==> config.mk <==
export PLATFORM = sky130hd
export DESIGN_NAME = fouror_sweep_ctrl
export DESIGN_NICKNAME = d
export VERILOG_FILES = /design/src/rtl/fouror_pkg.sv /design/src/rtl/fouror_ref.sv /design/src/rtl/fouror_sweep_ctrl.sv
export SDC_FILE = /design/constraint.sdc
export NUM_CORES = 1
export LEC_CHECK = 0
export CAP_MARGIN = 40
export CORE_UTILIZATION = 55
export CTS_BUF_LIST = sky130_fd_sc_hd__clkbuf_16
export CTS_CLUSTER_DIAMETER = 120
export CTS_CLUSTER_SIZE = 10
export DETAILED_ROUTE_END_ITERATION = 16
export PLACE_DENSITY = 0.9
export SYNTH_ARGS = -nofsm -noshare
export SYNTH_HDL_FRONTEND = slang
export SYNTH_SLANG_ARGS = --single-unit
==> constraint.sdc <==
create_clock -name clk -period 5.1 [get_ports clk]
set_input_delay 1.275 -clock clk [delete_from_list [all_inputs] [get_ports clk]]
set_output_delay 1.275 -clock clk [all_outputs]
set_load 0.01 [all_outputs]
==> src/rtl/fouror_pkg.sv <==
// Shared definitions for the fouror self-test sequencer: state codes,
// drv/obs bit positions and the golden fouror function.
package fouror_pkg;

    localparam logic [1:0] ST_IDLE   = 2'd0;
    localparam logic [1:0] ST_SETTLE = 2'd1;
    localparam logic [1:0] ST_CHECK  = 2'd2;
    localparam logic [1:0] ST_DONE   = 2'd3;

    localparam int unsigned DRV_A = 0;
    localparam int unsigned DRV_B = 1;
    localparam int unsigned DRV_C = 2;
    localparam int unsigned DRV_D = 3;

    localparam int unsigned OBS_E = 0;
    localparam int unsigned OBS_F = 1;
    localparam int unsigned OBS_G = 2;

    function automatic logic [2:0] fouror_golden(input logic [3:0] v);
        logic [2:0] r;
        r        = '0;
        r[OBS_E] = v[DRV_A] | v[DRV_B];
        r[OBS_F] = v[DRV_C] | v[DRV_D];
        r[OBS_G] = v[DRV_A] | v[DRV_B] | v[DRV_C] | v[DRV_D];
        return r;
    endfunction

endpackage

==> src/rtl/fouror_ref.sv <==
// Combinational golden model of fouror: expected e/f/g for an input vector.
module fouror_ref
    import fouror_pkg::*;
(
    input  logic [3:0] vec,
    output logic [2:0] exp
);

    assign exp = fouror_golden(vec);

endmodule

==> src/rtl/fouror_sweep_ctrl.sv <==
// Self-test sequencer: sweeps all 16 vectors into fouror, settles, samples
// e/f/g against the golden model and records pass/fail and the first error.
module fouror_sweep_ctrl
    import fouror_pkg::*;
#(
    parameter int unsigned SETTLE_CYC = 2
) (
    input  logic       clk,
    input  logic       rst,
    input  logic       start,
    input  logic [2:0] obs,
    output logic [3:0] drv,
    output logic       busy,
    output logic       done,
    output logic       pass,
    output logic [4:0] err_cnt,
    output logic       first_err_vld,
    output logic [3:0] first_err_vec,
    output logic [2:0] first_err_obs
);

    localparam logic [3:0] SETTLE_LAST = 4'(SETTLE_CYC - 1);

    logic [1:0] state;
    logic [3:0] vec;
    logic [3:0] cnt;
    logic [2:0] exp_obs;

    fouror_ref u_ref (
        .vec (vec),
        .exp (exp_obs)
    );

    // drv mirrors the vector counter; both only move on sweep start and CHECK exit
    assign drv  = vec;
    assign busy = (state == ST_SETTLE) || (state == ST_CHECK);
    assign done = (state == ST_DONE);

    always_ff @(posedge clk) begin
        if (rst) begin
            state         <= ST_IDLE;
            vec           <= '0;
            cnt           <= '0;
            pass          <= 1'b0;
            err_cnt       <= '0;
            first_err_vld <= 1'b0;
            first_err_vec <= '0;
            first_err_obs <= '0;
        end else begin
            case (state)
                ST_IDLE: begin
                    if (start) begin
                        vec           <= '0;
                        cnt           <= '0;
                        pass          <= 1'b0;
                        err_cnt       <= '0;
                        first_err_vld <= 1'b0;
                        first_err_vec <= '0;
                        first_err_obs <= '0;
                        state         <= ST_SETTLE;
                    end
                end
                ST_SETTLE: begin
                    cnt <= cnt + 4'd1;
                    if (cnt == SETTLE_LAST) begin
                        state <= ST_CHECK;
                    end
                end
                ST_CHECK: begin
                    if (obs != exp_obs) begin
                        err_cnt <= err_cnt + 5'd1;
                        if (!first_err_vld) begin
                            first_err_vld <= 1'b1;
                            first_err_vec <= vec;
                            first_err_obs <= obs;
                        end
                    end
                    if (vec == 4'hF) begin
                        state <= ST_DONE;
                    end else begin
                        vec   <= vec + 4'd1;
                        cnt   <= '0;
                        state <= ST_SETTLE;
                    end
                end
                ST_DONE: begin
                    pass  <= (err_cnt == 5'd0);
                    state <= ST_IDLE;
                end
                default: state <= ST_IDLE;
            endcase
        end
    end

endmodule

==> impl_metrics.csv, run 1 <==
group,metric,value,unit
layout,fin_cells,205,
worst_setup_path,worstPathCellList,"clkdlybuf4s50_1, inv_1, o21ai_0, nor2_1",
clocking,clk_pin_slew_worst_paths,60,ps
worst_setup_path,cp_data_required_time,5230,ps
grt,grt_overflow,0,
synth,ys.warnings.count,0,
synth,synth-seq-cells,24,
grt,met1_usage,0.309,
die,ios,26,
detailed_routing,dr.pass1.iters,5,
detailed_routing,wl,3060,µm
sta,finalCritPeriodShare,0.587,
synth,synth_ff_type,"dfxtp_1",
clocking,hold_buffers,0,
worst_hold_path,min_path_cells,2,
worst_setup_path,cp_top_family,"buffers and inverters",
placement,numPortBuffers,25,
sta,min_period,2990,ps
run_status,status,"complete, no violations",
synth,synth_common_cells,"24 x dfxtp_1, 16 x inv_1, 13 x nand2_1, 11 x ha_1, 10 x nor2_1",
sta,max_slew_margin,0.452,
placement,gp_congestion,0.877,
pwr,swShare,0.354,
pwr,vdd_drop_max,0.000367,V
flow_run,drv_cap,0,
die,start_util,0.606,
synth,postSynth.asyncResetShare,0,
synth,syn_avg_cell_area,8.98,µm²
layout,diodes,0,
layout,drive_gt1_frac,0.0791,
worst_hold_path,hold_end,"first_err_vec[0]$_SDFFE_PP0P_",
detailed_routing,dr_total_vias,1239,
grt,antenna_found_initial,0,
worst_setup_path,reg2regPathDepth,6,
synth,ys_top_cells_by_area,"dfxtp_1 35%, ha_1 9.9%, o32ai_1 4.4%",
clocking,cts-root-buf,"clkbuf_16",
synth,synth_area,1390,µm²
synth,syn_nets,172,
clocking,clock_latency,260,ps
worst_setup_path,cpPeakStageDelay,1000,ps
grt,grt_start_max_net_pins,22,
clocking,cts_buffers,3,
worst_setup_path,crit_fanout,21,
layout,layout.nets,196,
sta,fin_ws,2110,ps
layout,area_growth,23.1,%
worst_setup_path,timing.rr.start,"state[0]$_SDFFE_PP0P_",
grt,grtUsageMet3,0.0464,
pwr,switchingPower,230,µW
die,dieArea,2730,µm²
worst_setup_path,crit_arrival,3130,ps
clocking,post_cts_buffers,0,
pwr,power_frac_seq,0.342,
grt,grt_use_met2,0.420,
die,core_area,2300,µm²
placement,place.detailed.hpwl,2170,µm
grt,grt_first_pass_wirelength,5080,µm
sta,setup_tns,0,ps
sta,slew_viol_final,0,
synth,seq_area_frac_synth,0.345,
sta,clock_skew,2.82,ps
worst_setup_path,timing.rr.end,"first_err_vec[1]$_SDFFE_PP0P_",
grt,busiest_layer,"met2",
worst_setup_path,ff2ff_setup_slack,2890,ps
synth,synthMostInstantiatedCell,"dfxtp_1",
worst_hold_path,hp-start,"first_err_vec[0]$_SDFFE_PP0P_",
sta,max_freq,334,MHz
grt,grt_pass1_vias,1171,
pwr,p_leak,0.000607,µW
detailed_routing,ant_nets,0,
layout,post-route-util,0.746,
die,fp.dieW,52.3,µm
sta,finalHoldViolCount,0,
clocking,cts_resized,0,
clocking,cts_sinks,24,
clocking,cts_max_level,1,
pwr,internal_power,419,µW
synth,synth_largest_area_cell,"dfxtp_1",
grt,grt_use_total,0.254,
detailed_routing,vias_per_cell,6.04,
pwr,power_density,379,nW/µm²
detailed_routing,routedWlPerCell,14.9,µm
worst_setup_path,slowest_stage,"clkdlybuf4s50_1",
pwr,p_comb_frac,0.402,
worst_setup_path,path_buf_inv,2,
pwr,pwr-share-clk,0.255,
synth,ys_types,45,
sta,setup_violations,0,
die,floorplan.rows,17,
synth,netlist_instances,155,
detailed_routing,first_iter_violations,18,
synth,synth_edf_count,0,
worst_hold_path,hp-class,"reg2reg",
worst_setup_path,crit_type,"in2reg",
clocking,cts_tree,"done",
clocking,cts_buffer_depth,2,
worst_setup_path,crit_path_end_kind,"flop",
sta,rsz0062_at_grt,"no",
sta,worst_slew_pin_slew,820,ps
sta,hold_ws,478,ps
worst_setup_path,cp-start-kind,"input port",
die,die_y,52.3,µm
placement,dp.cells,202,
synth,synth_top_cell_area_share,0.345,
placement,dpl_worst_slack,1910,ps
detailed_routing,drc,0,
## power by group through the flow
stage,combinational (µW),clock (µW),sequential (µW)
final,261,166,222
after global routing,291,176,224
after CTS,261,170,222
after detailed placement,258,0,225
after global placement,249,0,223
after floorplan,190,0,224
## metrics by stage
step / area, µm² / power (µW)
floorplan: 1390 / 414
global placement: 1640 / 472
detailed placement: 1640 / 483
CTS: 1710 / 653
global route: 1710 / 691
finish: 1710 / 649
## layout make-up
class,count,area (µm²)
inverters,16,60.1
multi-input cells,109,812
well taps,28,35.0
clock buffers,3,75.1
repair buffers,25,250
fillers,167,584
flip-flops and latches,24,480
## cells in the final DEF, fill, tap and decap left out, types with 2 or more instances in the layout
| cell type | n |
|---|---|
| xnor2_1 | 3 |
| nor3_1 | 6 |
| o32ai_1 | 7 |
| clkbuf_16 | 3 |
| clkdlybuf4s50_1 | 25 |
| o21ai_0 | 5 |
| o31ai_1 | 2 |
| mux2i_1 | 2 |
| nand3_1 | 8 |
| a21oi_1 | 9 |
| nand2_1 | 13 |
| nor2_1 | 10 |
| inv_1 | 16 |
| dfxtp_1 | 24 |
| xor2_1 | 2 |
| ha_1 | 11 |
| o211ai_2 | 2 |
| a32o_1 | 3 |
## routing by layer
layer | up-vias | share of wire | routed length, µm
li1 | 601 | - | -
met4 | 0 | 0.013 | 40
met3 | 5 | 0.044 | 134
met2 | 47 | 0.48 | 1490
met1 | 586 | 0.46 | 1400
met5 | - | 0 | 0
## state kept, by name (all words and copies together) (netlist names)
name / count
first_err_vec: 4
cnt: 4
drv: 4
err_cnt: 5
first_err_vld: 1
first_err_obs: 3
pass: 1
state: 2
## how the worst max path moves through the flow
| stage | startpoint | to | slack [ps] | depth (start not counted) |
|---|---|---|---|---|
| after floorplan | start | err_cnt[2]$_SDFFE_PP0P_ | 2870 | 4 |
| after global routing | rst | drv[2]$_SDFFE_PP0P_ | 1970 | 4 |
| after detailed placement | rst | drv[2]$_SDFFE_PP0P_ | 1910 | 4 |
| final | rst | drv[2]$_SDFFE_PP0P_ | 2110 | 4 |
| after CTS | rst | drv[2]$_SDFFE_PP0P_ | 2170 | 4 |
| after global placement | rst | err_cnt[4]$_SDFFE_PP0P_ | 1990 | 3 |
## worst reg2reg max path: stages, from the launching register on
cell	delay, ps
dfxtp_1	360
inv_1	120
ha_1	530
mux2i_2	300
nor2_1	300
o211ai_2	230
o32ai_1	270
## kinds of logic after synthesis
logic type      after synthesis  synth area share
compound gates               38             0.217
xor+xnor                      6            0.0432
fa+ha+maj                    11            0.0989
buf+inv                      22            0.0710
flops                        24             0.345
mux                           4            0.0324
simple gates                 50             0.192
Note: power is estimated with default switching activity, not from simulation.
==> inputs of run 2 (changes only) <==
--- a/config.mk
+++ b/config.mk
@@ -6,12 +6,12 @@
 export NUM_CORES = 1
 export LEC_CHECK = 0
 export CAP_MARGIN = 40
-export CORE_UTILIZATION = 55
+export CORE_UTILIZATION = 51
 export CTS_BUF_LIST = sky130_fd_sc_hd__clkbuf_16
 export CTS_CLUSTER_DIAMETER = 120
 export CTS_CLUSTER_SIZE = 10
 export DETAILED_ROUTE_END_ITERATION = 16
-export PLACE_DENSITY = 0.9
+export PLACE_DENSITY = 0.84
 export SYNTH_ARGS = -nofsm -noshare
 export SYNTH_HDL_FRONTEND = slang
 export SYNTH_SLANG_ARGS = --single-unit
==> constraint.sdc (replaced) <==
create_clock -name clk -period 3.1 [get_ports clk]
set_input_delay 0.775 -clock clk [delete_from_list [all_inputs] [get_ports clk]]
set_output_delay 0.775 -clock clk [all_outputs]
set_load 0.01 [all_outputs]
==> run 2 against run 1 <==
  * Die area increased by 7.5%
  * Utilization decreased by 6.1 points
  * Clock skew decreased by 1.2 ps
  * Setup slack got worse by 1400 ps
==> impl_metrics.csv, run 2 (synthesis gave the netlist of run 1 again) <==
group,metric,value,unit
run_status,status,"complete, no violations",
layout,layout_commonest_cell,"clkdlybuf4s50_1",
layout,layout.nets,197,
layout,area_growth,24.1,%
layout,fill_cells,200,
die,fp.dieW,54.2,µm
detailed_routing,first_iter_violations,25,
sta,finalHoldViolCount,0,
die,die_y,54.2,µm
worst_setup_path,slowest_stage,"clkdlybuf4s50_1",
sta,setup_tns,0,ps
clocking,cts_sinks,24,
die,core_area,2520,µm²
clocking,cts_resized,0,
die,start_util,0.552,
pwr,internal_power,695,µW
worst_setup_path,cp-start-kind,"flop",
detailed_routing,dr_total_vias,1253,
flow_run,drv_cap,0,
grt,grt_use_total,0.230,
pwr,switchingPower,385,µW
layout,multi_input_area,812,µm²
sta,slew_viol_final,0,
detailed_routing,routedWlPerCell,14.7,µm
worst_setup_path,cpPeakStageDelay,530,ps
worst_setup_path,crit_type,"reg2out",
pwr,power_frac_seq,0.334,
worst_setup_path,crit_path_end_kind,"output pin",
grt,grt_overflow,0,
layout,postLayoutCellArea,1730,µm²
pwr,vdd_drop_max,0.000418,V
detailed_routing,vias_per_cell,6.00,
layout,regArea,480,µm²
clocking,cts_buffer_depth,2,
detailed_routing,drc,0,
worst_setup_path,worstPathCellList,"inv_1, ha_1, clkdlybuf4s50_1",
sta,finalCritPeriodShare,0.763,
layout,fin_cells,209,
clocking,post_cts_buffers,0,
placement,gp_congestion,0.811,
pwr,power_density,626,nW/µm²
layout,post-route-util,0.685,
worst_hold_path,hp-class,"reg2reg",
detailed_routing,ant_nets,0,
worst_setup_path,cp_data_required_time,2320,ps
pwr,p_comb_frac,0.401,
grt,grt_pass1_vias,1166,
pwr,pwr-share-clk,0.265,
sta,min_period,2370,ps
sta,worst_slew_pin_slew,587,ps
clocking,cts_tree,"done",
worst_setup_path,crit_arrival,1590,ps
grt,grt_start_max_net_pins,22,
die,floorplan.rows,18,
placement,numPortBuffers,25,
layout,top_register,"err_cnt",
pwr,swShare,0.357,
placement,place.detailed.hpwl,2290,µm
die,dieArea,2940,µm²
sta,rsz0062_at_grt,"no",
grt,grt_first_pass_wirelength,4870,µm
clocking,cts_max_level,1,
sta,max_slew_margin,0.609,
placement,place_area,1650,µm²
layout,layout_common_cells,"25 x clkdlybuf4s50_1, 24 x dfxtp_1, 16 x inv_1",
layout,largest_reg_flops,5,
pwr,p_leak,0.000613,µW
sta,fin_ws,733,ps
clocking,clk_pin_slew_worst_paths,60,ps
clocking,clock_latency,260,ps
clocking,cts_buffers,3,
detailed_routing,dr.pass1.iters,5,
sta,clock_skew,1.57,ps
sta,setup_violations,0,
layout,diodes,0,
placement,dpl_worst_slack,700,ps
die,ios,26,
sta,max_freq,423,MHz
layout,drive_gt1_frac,0.0838,
grt,antenna_found_initial,0,
detailed_routing,wl,3080,µm
clocking,hold_buffers,0,
clocking,cts-root-buf,"clkbuf_16",
worst_setup_path,crit_fanout,5,
placement,dp.cells,205,
run 2: changes by cell type in the layout (fill, tap and decap cells not counted), sizes merged:
cell,change
clkinv,+1
buf,+1
run 2: stage by stage:
step / total power [µW] / hold slack (ps)
CTS: 1080 / 481
global placement: 778 / 461
global route: 1140 / 498
detailed placement: 796 / 470
floorplan: 681 / 458
finish: 1080 / 478
run 2: layer usage:
metal / track usage / up-vias / wire length, µm
met4: 0.128 / 0 / 47
met3: 0.0361 / 5 / 134
met2: 0.400 / 30 / 1530
met1: 0.266 / 611 / 1370
met5: 0 / - / 0
li1: - / 607 / -
run 2: power groups by stage:
stage          clock network (µW)  registers [µW]  logic [µW]
2_1_floorplan                   0             368         313
3_3_place_gp                    0             366         412
3_5_place_dp                    0             369         427
4_1_cts                       290             361         430
5_1_grt                       300             365         478
6_report                      286             361         433
run 2: layout make-up:
type,count,area share
clock inverters,1,0.00217
well taps,30,0.0217
multi-input cells,109,0.470
repair buffers,26,0.149
clock buffers,3,0.0435
inverters,16,0.0348
flip-flops and latches,24,0.278
run 2: path summary, 6_finish.rpt:
kind                                                      end  slack (ps)                     startpoint  cells after the start
worst max register to register  first_err_vec[1]$_SDFFE_PP0P_         920          state[0]$_SDFFE_PP0P_                      6
worst min-delay path            first_err_obs[0]$_SDFFE_PP0P_         480  first_err_obs[0]$_SDFFE_PP0P_                      2
worst max-delay path                                     busy         730          state[0]$_SDFFE_PP0P_                      3
worst min register to register  first_err_obs[0]$_SDFFE_PP0P_         480  first_err_obs[0]$_SDFFE_PP0P_                      2
run 2: worst max-delay path: cells and delay by family, from the launching register on:
family                   cells  cell delay (ps)
flip-flops                   1              400
buffers and inverters        2              640
adder cells (fa/ha/maj)      1              300
